### config.mk
export PLATFORM = sky130hd
export DESIGN_NAME = conv2d_layer_sequencer
export DESIGN_NICKNAME = d
export VERILOG_FILES = /design/src/rtl/conv2d_pkg.sv /design/src/rtl/conv2d_chan_row_counter.sv /design/src/rtl/conv2d_layer_sequencer.sv
export SDC_FILE = /design/constraint.sdc
export NUM_CORES = 1
export LEC_CHECK = 0
export CAP_MARGIN = 20
export CORE_MARGIN = 2
export CORE_UTILIZATION = 45
export CTS_CLUSTER_SIZE = 12
export DETAILED_ROUTE_END_ITERATION = 6
export PLACE_DENSITY = 0.69
export SLEW_MARGIN = 20
export SYNTH_ARGS = -nofsm -noshare
export SYNTH_HDL_FRONTEND = slang
export SYNTH_SLANG_ARGS = --single-unit
### constraint.sdc
create_clock -name clk -period 8.9 [get_ports clk]
set_clock_uncertainty 0.2 [all_clocks]
set_input_delay 2.67 -clock clk [delete_from_list [all_inputs] [get_ports clk]]
set_output_delay 2.67 -clock clk [all_outputs]
set_load 0.03 [all_outputs]
### src/rtl/conv2d_pkg.sv
// Shared definitions for the conv2d layer sequencer.
// Holds the default counter widths and the sequencer state encoding.
package conv2d_pkg;

    localparam int CH_W_DEF  = 8;
    localparam int ROW_W_DEF = 8;

    typedef enum logic [3:0] {
        S_IDLE          = 4'd0,
        S_WAIT_KERNEL   = 4'd1,
        S_SET_LAST      = 4'd2,
        S_LOAD          = 4'd3,
        S_WAIT_READY    = 4'd4,
        S_WAIT_ROW      = 4'd5,
        S_ISSUE         = 4'd6,
        S_GUARD         = 4'd7,
        S_WAIT_ROW_DONE = 4'd8,
        S_FINISH        = 4'd9,
        S_PE_RST        = 4'd10
    } state_t;

endpackage

### src/rtl/conv2d_chan_row_counter.sv
// Nested channel (b) / row (r) counter with latched layer geometry.
// The last-row / last-channel flags compare against the latched counts.
module conv2d_chan_row_counter
    import conv2d_pkg::*;
#(
    parameter int CH_W  = CH_W_DEF,
    parameter int ROW_W = ROW_W_DEF
) (
    input  logic             clk,
    input  logic             Reset,
    input  logic             load,
    input  logic             row_inc,
    input  logic             chan_inc,
    input  logic             row_clr,
    input  logic [CH_W-1:0]  num_ch,
    input  logic [ROW_W-1:0] num_rows,
    output logic [CH_W-1:0]  b,
    output logic [ROW_W-1:0] r,
    output logic             is_last_row,
    output logic             is_last_chan
);

    logic [CH_W-1:0]  c_q, c_d, b_q, b_d;
    logic [ROW_W-1:0] h_q, h_d, r_q, r_d;

    // Next-value logic: load latches the geometry, steps never wrap
    always_comb begin
        c_d = c_q;
        h_d = h_q;
        b_d = b_q;
        r_d = r_q;
        if (load) begin
            c_d = num_ch;
            h_d = num_rows;
            b_d = '0;
            r_d = '0;
        end else if (row_inc) begin
            r_d = r_q + ROW_W'(1);
        end else if (chan_inc) begin
            r_d = '0;
            b_d = b_q + CH_W'(1);
        end else if (row_clr) begin
            r_d = '0;
        end
    end

    // Counter and geometry registers
    always_ff @(posedge clk) begin
        if (Reset) begin
            c_q <= '0;
            h_q <= '0;
            b_q <= '0;
            r_q <= '0;
        end else begin
            c_q <= c_d;
            h_q <= h_d;
            b_q <= b_d;
            r_q <= r_d;
        end
    end

    assign b            = b_q;
    assign r            = r_q;
    assign is_last_row  = (r_q == h_q - ROW_W'(1));
    assign is_last_chan = (b_q == c_q - CH_W'(1));

endmodule

### src/rtl/conv2d_layer_sequencer.sv
// Sequences kernel loads and row streams for one conv layer over
// C input channels and H output rows, handshaking with the PE.
module conv2d_layer_sequencer
    import conv2d_pkg::*;
#(
    parameter int CH_W  = CH_W_DEF,
    parameter int ROW_W = ROW_W_DEF
) (
    input  logic             clk,
    input  logic             Reset,
    input  logic             start,
    input  logic [CH_W-1:0]  cfg_num_channels,
    input  logic [ROW_W-1:0] cfg_num_rows,
    input  logic             kernel_valid,
    input  logic             row_avail,
    input  logic             pe_idle,
    input  logic             pe_ready,
    output logic             Load_kernel_reg,
    output logic             Stream_mid_row,
    output logic             Stream_last_row,
    output logic             last_channel,
    output logic [CH_W-1:0]  b_counter_output,
    output logic             pe_reset_n,
    output logic             busy,
    output logic             done
);

    state_t           state_q, state_d;
    logic             lc_q, lc_d;
    logic             cnt_load, row_inc, chan_inc, row_clr;
    logic             is_last_row, is_last_chan;
    logic [ROW_W-1:0] r_unused;

    conv2d_chan_row_counter #(
        .CH_W  (CH_W),
        .ROW_W (ROW_W)
    ) u_cnt (
        .clk          (clk),
        .Reset        (Reset),
        .load         (cnt_load),
        .row_inc      (row_inc),
        .chan_inc     (chan_inc),
        .row_clr      (row_clr),
        .num_ch       (cfg_num_channels),
        .num_rows     (cfg_num_rows),
        .b            (b_counter_output),
        .r            (r_unused),
        .is_last_row  (is_last_row),
        .is_last_chan (is_last_chan)
    );

    // Next-state, counter steps and last_channel flag
    always_comb begin
        state_d  = state_q;
        lc_d     = lc_q;
        cnt_load = 1'b0;
        row_inc  = 1'b0;
        chan_inc = 1'b0;
        row_clr  = 1'b0;
        unique case (state_q)
            S_IDLE: begin
                if (start && (cfg_num_channels != '0)
                          && (cfg_num_rows != '0)) begin
                    cnt_load = 1'b1;
                    lc_d     = 1'b0;
                    state_d  = S_WAIT_KERNEL;
                end
            end
            S_WAIT_KERNEL: begin
                if (pe_idle && kernel_valid) begin
                    if (is_last_chan) begin
                        lc_d    = 1'b1;
                        state_d = S_SET_LAST;
                    end else begin
                        state_d = S_LOAD;
                    end
                end
            end
            S_SET_LAST:   state_d = S_LOAD;
            S_LOAD:       state_d = S_WAIT_READY;
            S_WAIT_READY: if (pe_ready) state_d = S_WAIT_ROW;
            S_WAIT_ROW: begin
                if (pe_idle && row_avail) state_d = S_ISSUE;
            end
            S_ISSUE:      state_d = S_GUARD;
            S_GUARD:      state_d = S_WAIT_ROW_DONE;
            S_WAIT_ROW_DONE: begin
                if (pe_idle) begin
                    if (!is_last_row) begin
                        row_inc = 1'b1;
                        state_d = S_WAIT_ROW;
                    end else if (!is_last_chan) begin
                        chan_inc = 1'b1;
                        state_d  = S_WAIT_KERNEL;
                    end else begin
                        row_clr = 1'b1;
                        lc_d    = 1'b0;
                        state_d = S_FINISH;
                    end
                end
            end
            S_FINISH:     state_d = S_PE_RST;
            S_PE_RST:     state_d = S_IDLE;
            default:      state_d = S_IDLE;
        endcase
    end

    // State and last_channel registers
    always_ff @(posedge clk) begin
        if (Reset) begin
            state_q <= S_IDLE;
            lc_q    <= 1'b0;
        end else begin
            state_q <= state_d;
            lc_q    <= lc_d;
        end
    end

    assign Load_kernel_reg = (state_q == S_LOAD);
    assign Stream_mid_row  = (state_q == S_ISSUE) && !is_last_row;
    assign Stream_last_row = (state_q == S_ISSUE) && is_last_row;
    assign last_channel    = lc_q;
    assign done            = (state_q == S_FINISH);
    assign busy            = (state_q != S_IDLE);
    assign pe_reset_n      = !(Reset || (state_q == S_FINISH));

endmodule

==> results of run 1 <==
-- layer usage --
metal	vias up	track usage	part of all wire
met2	49	0.3053	0.47
met5	-	0	0
met1	943	0.2549	0.47
met4	0	0.05455	0.012
li1	1052	-	-
met3	6	0.04353	0.048
-- sequential cells by signal, summed over array words and instances (netlist names) --
register      count
u_cnt.h_q         8
last_channel      1
state_q           4
u_cnt.c_q         8
u_cnt.b           8
u_cnt.r           8
-- cell families after synthesis --
logic type / share of synthesized area
multiplexers: 0.1136
XOR/XNOR: 0.09942
AO/OA/AOI/OAI: 0.1247
AND/OR/NAND/NOR: 0.2914
buffers and inverters: 0.03840
flip-flops: 0.3114
adder cells (fa/ha/maj): 0.02104
-- cells in the final DEF, fill, tap and decap left out, types with 2 or more instances in the layout --
cell type	n
nor2_1	37
clkdlybuf4s50_1	37
dfxtp_1	37
mux2i_1	27
nand2_1	22
xnor2_1	16
xor2_1	11
nand3_1	10
nand4_1	8
nand2b_1	8
inv_1	7
nor3_1	6
o21ai_0	6
or4_1	6
clkbuf_8	5
and2_1	4
nor2b_1	4
or3_1	4
a211oi_1	4
ha_1	4
a21oi_1	3
or3_4	2
nor4b_1	2
a31oi_1	2
and4b_1	2
or2_2	2
a2111oi_2	2
buf_4	2
-- power by group through the flow --
stage                     Clock [W]  Combinational [W]  Sequential, W
final                      0.000149           0.000237       0.000218
after global placement            0           0.000234       0.000222
after floorplan                   0           0.000210       0.000201
after detailed placement          0           0.000237       0.000222
after CTS                  0.000153           0.000239       0.000218
after global routing       0.000162           0.000264       0.000225
-- how the worst max path moves through the flow --
stage / slack [ps] / startpoint / cells past startpoint / end
final: 1930 / Reset / 4 / pe_reset_n
after global routing: 1890 / Reset / 4 / pe_reset_n
after floorplan: 2530 / Reset / 3 / pe_reset_n
after detailed placement: 1920 / Reset / 4 / pe_reset_n
after global placement: 1960 / Reset / 4 / pe_reset_n
after CTS: 1920 / Reset / 4 / pe_reset_n
-- worst min-delay path: cells and delay by family (launching register included) --
kind | cells | cell delay, ps
muxes | 1 | 70
DFF | 1 | 330
and+or+nand+nor | 1 | 70
-- stage by stage --
| step | std cells | total power, W | area, µm² |
|---|---|---|---|
| floorplan | 276 | 0.0004107 | 2379 |
| detailed placement | 373 | 0.0004592 | 2786 |
| CTS | 381 | 0.0006110 | 2902 |
| global placement | 373 | 0.0004556 | 2786 |
| global route | 381 | 0.0006502 | 2902 |
| finish | 381 | 0.0006039 | 2902 |
-- cell type report --
type                            count  area share
Clock buffer                        5     0.02372
Inverter                            7    0.009056
Clock inverter                      3     0.01596
Sequential cell                    37      0.2553
Timing Repair Buffer               39      0.1328
Multi-Input combinational cell    220      0.5330
Tap cell                           70     0.03019
==> flow_summary.json, run 1 <==
{
  "setup_viol": 0,
  "timing.setup.tns_ps": 0,
  "cp_num_buf_inv": 3,
  "die_width_um": 76.70,
  "numCtsBuffers": 5,
  "critPathRequiredTime_ps": 6030,
  "netlist_top_cells_count": "37 x dfxtp_1, 37 x nor2_1, 27 x mux2i_1",
  "multi_input_area_um2": 1546,
  "async_flop_share": 0,
  "dp_hpwl_mm": 3.880,
  "ctsHoldBuffers": 0,
  "crit_chain": "clkdlybuf4s50_1, buf_4, nor2_1, clkdlybuf4s50_1",
  "comb_power_share": 0.392,
  "synthFlopType": "dfxtp_1",
  "grt_pass1_wl_mm": 9.135,
  "worst_ep_arrival_time_ps": 4100,
  "path_clk_slew_ps": 70,
  "status": "completed",
  "seq_area_frac_synth": 0.3114,
  "ys_seq_elements": 37,
  "ys_types": 56,
  "holdPathStages": 2,
  "grt_max_degree": 24,
  "syn2layout_area_growth_pct": 21.99,
  "drv_slew": 0,
  "cap_violations": 0,
  "whs_ps": 308.5,
  "grt.overflow.total": 0,
  "power_switching_w": 0.0002187,
  "place_congestion": 0.8241,
  "hp-start": "last_channel$_SDFFE_PP0P_",
  "final_util": 0.5681,
  "timing.critical_path.mode_cell": "clkdlybuf4s50_1",
  "grt_antenna_before_repair": 0,
  "grt_usage": 0.1901,
  "port_buffers": 37,
  "layout-drive-gt1-share": 0.08682,
  "crit_slowest_cell": "clkdlybuf4s50_1",
  "die_y_um": 76.70,
  "synth_area_leaders": "dfxtp_1 31%, mux2i_1 11%, xnor2_1 5.9%, nor2_1 5.8%, xor2_1 4.1%",
  "fin_nets": 337,
  "reg2reg_depth": 7,
  "grt_setup_unrepaired": "false",
  "pwr-share-seq": 0.362,
  "fin_ws_ps": 1927,
  "synth_nets": 303,
  "yosysWarnings": 0,
  "clock-sinks": 37,
  "fillers": 483,
  "vias": 2050,
  "wl_per_cell_um": 13.81,
  "worstReg2RegEnd": "u_cnt.r[2]$_SDFFE_PP0P_",
  "max_freq_ghz": 0.1434,
  "yosysTopAreaCell": "dfxtp_1",
  "htree_levels": 2,
  "endpoint_kind": "output pin",
  "tightest_slew_ps": 973.5,
  "core_area_um2": 5107,
  "first_global_vias": 1908,
  "synth.top_cell.area_share": 0.3114,
  "place_ws_ps": 1924,
  "clkLatencyLatePin_ps": 300,
  "start_kind": "input port",
  "pwr-share-clk": 0.247,
  "antenna_cells": 0,
  "ant_nets": 0,
  "initial_core_util": 0.4657,
  "postSynthAreaPerCell_um2": 8.618,
  "cpPeakStageDelay_ps": 680,
  "drtPass1Iterations": 4,
  "rows": 26,
  "drt_iter0_markers": 64,
  "cp_top_family": "buffers and inverters",
  "netlist_instances": 276,
  "cts_buffer_depth": 2,
  "p_per_area_nw_per_um2": 208.1,
  "routed_wl_mm": 5.260,
  "fin_crit_ps": 6973,
  "post_cts_resized": 0,
  "ir_drop_uv": 84.93,
  "hp-class": "register to register",
  "drc_errors": 0,
  "critical_path.max_fanout": 23,
  "p_leak_nw": 1.079,
  "hold_violations": 0,
  "slew_headroom": 0.3456,
  "r2r_slack_ps": 5990,
  "area.sequential_um2": 740.7,
  "synth-edff-count": 0,
  "period_share": 0.7835,
  "critPathKind": "input port to output pin",
  "pin_count": 38,
  "cts_tree": "built",
  "swShare": 0.3621,
  "cts_setup_buffers": 0,
  "intPower_w": 0.0003852,
  "cts_root_buffer": "clkbuf_8",
  "die_area_um2": 5883,
  "holdPathEnd": "last_channel$_SDFFE_PP0P_",
  "timing.rr.start": "state_q[2]$_SDFFE_PP0P_",
  "netlist_area_um2": 2379,
  "vias_per_cell": 5.381
}
Power figures use the tool's default switching activity.
==> inputs of run 2 (changes only) <==
==> constraint.sdc (replaced) <==
create_clock -name clk -period 6.7 [get_ports clk]
set_clock_uncertainty 0.2 [all_clocks]
set_input_delay 2.01 -clock clk [delete_from_list [all_inputs] [get_ports clk]]
set_output_delay 2.01 -clock clk [all_outputs]
set_load 0.03 [all_outputs]
==> run 2 against run 1 <==
Sequential cell count did not move. Register-to-register slack got worse by 2000 ps. Setup slack got worse by 730 ps. Largest cell class unchanged. Critical path type unchanged. Die area did not move. Global-route usage rose by 0.76 points. Count of clock-buffer cells in the layout did not move. Final cell count rose by 0.26%. Power rose by 34%. Sequential power rose by 33%. Combinational power rose by 36%. Via count rose by 1.1%. Worst hold slack got worse by 26 ps.
==> flow_summary.json, run 2 (synthesized netlist as in run 1, its figures left out) <==
{
  "status": "completed",
  "port_buffers": 37,
  "hp-class": "register to register",
  "final_util": 0.5713,
  "grt_use_met3": 0.04353,
  "initial_core_util": 0.4657,
  "grt_pass1_wl_mm": 9.570,
  "most-common-layout-cells": "37 x nor2_1, 37 x clkdlybuf4s50_1, 37 x dfxtp_1, 27 x mux2i_1, 22 x nand2_1",
  "cap_violations": 0,
  "syn2layout_area_growth_pct": 22.67,
  "p_per_area_nw_per_um2": 277.8,
  "ant_nets": 0,
  "htree_levels": 2,
  "routed_wl_mm": 5.341,
  "pin_count": 38,
  "p_leak_nw": 1.090,
  "tightest_slew_ps": 662.5,
  "ir_drop_uv": 162.3,
  "use_met1": 0.2575,
  "antenna_cells": 0,
  "timing.setup.tns_ps": 0,
  "ctsHoldBuffers": 0,
  "grt_setup_unrepaired": "false",
  "layout-drive-gt1-share": 0.08974,
  "die_width_um": 76.70,
  "drt_iter0_markers": 67,
  "cts_tree": "built",
  "worst_ep_arrival_time_ps": 3290,
  "grt.busiest_layer": "met2",
  "post_cts_resized": 0,
  "final_cell_area_um2": 2918,
  "core_area_um2": 5107,
  "die_y_um": 76.70,
  "drv_slew": 0,
  "dp_hpwl_mm": 3.887,
  "critPathKind": "input port to output pin",
  "vias_per_cell": 5.427,
  "vias": 2073,
  "grt_usage": 0.1977,
  "start_kind": "input port",
  "critPathRequiredTime_ps": 4490,
  "cts_root_buffer": "clkbuf_8",
  "cts_buffer_depth": 2,
  "grt.overflow.total": 0,
  "first_global_vias": 2029,
  "path_clk_slew_ps": 80,
  "fin_nets": 338,
  "setup_viol": 0,
  "grt_max_degree": 23,
  "drtPass1Iterations": 4,
  "fin_crit_ps": 5500,
  "drc_errors": 0,
  "die_area_um2": 5883,
  "slew_headroom": 0.5550,
  "wl_per_cell_um": 13.98,
  "endpoint_kind": "output pin",
  "max_freq_ghz": 0.1818,
  "hold_violations": 0,
  "grt_antenna_before_repair": 0,
  "place_area_um2": 2794,
  "period_share": 0.8208,
  "critical_path.max_fanout": 2,
  "clock-sinks": 37,
  "globalRouteMet2Util": 0.3228,
  "power_w": 0.0008106,
  "place_congestion": 0.8005,
  "clkLatencyLatePin_ps": 300,
  "rows": 26,
  "cts_setup_buffers": 0,
  "numCtsBuffers": 5
}
-- run 2: critical path, cell delays in order --
cell and delay, ps:
clkdlybuf4s50_1 430, nor2_1 140, clkdlybuf4s50_1 700
-- run 2: worst paths after layout --
path	startpoint	endpoint	slack (ps)	cells after the start
worst min register to register	last_channel$_SDFFE_PP0P_	last_channel$_SDFFE_PP0P_	280	2
worst max-delay path	Reset	pe_reset_n	1200	3
worst max register to register	u_cnt.c_q[0]$_SDFFE_PP0P_	last_channel$_SDFFE_PP0P_	4040	8
worst min-delay path	last_channel$_SDFFE_PP0P_	last_channel$_SDFFE_PP0P_	280	2
-- run 2: per-stage QoR --
step	setup WS, ps	cells	hold WS (ps)
detailed placement	1160	374	259.9
finish	1200	382	282.2
floorplan	1652	276	284.0
global placement	1153	374	263.1
global route	1117	382	300.0
CTS	1158	382	281.5
-- run 2: layer usage --
layer	part of all wire	vias to the layer above
li1	-	1055
met1	0.49	973
met2	0.47	41
met3	0.035	4
met4	0.0086	0
met5	0	-
-- run 2: final cells by class --
type                            instances  area [µm²]
Fill cell                             489        2190
Inverter                                7       26.28
Clock buffer                            5       68.82
Clock inverter                          3       46.29
Timing Repair Buffer                   40       392.9
Sequential cell                        37       740.7
Multi-Input combinational cell        220        1555
Tap cell                               70       87.58
-- run 2: where the power goes --
| part | internal, W | total, W | switching (W) |
|---|---|---|---|
| Combinational | 0.000158 | 0.000322 | 0.000164 |
| Clock | 0.000111 | 0.000198 | 0.0000870 |
| Sequential | 0.000244 | 0.000290 | 0.0000463 |
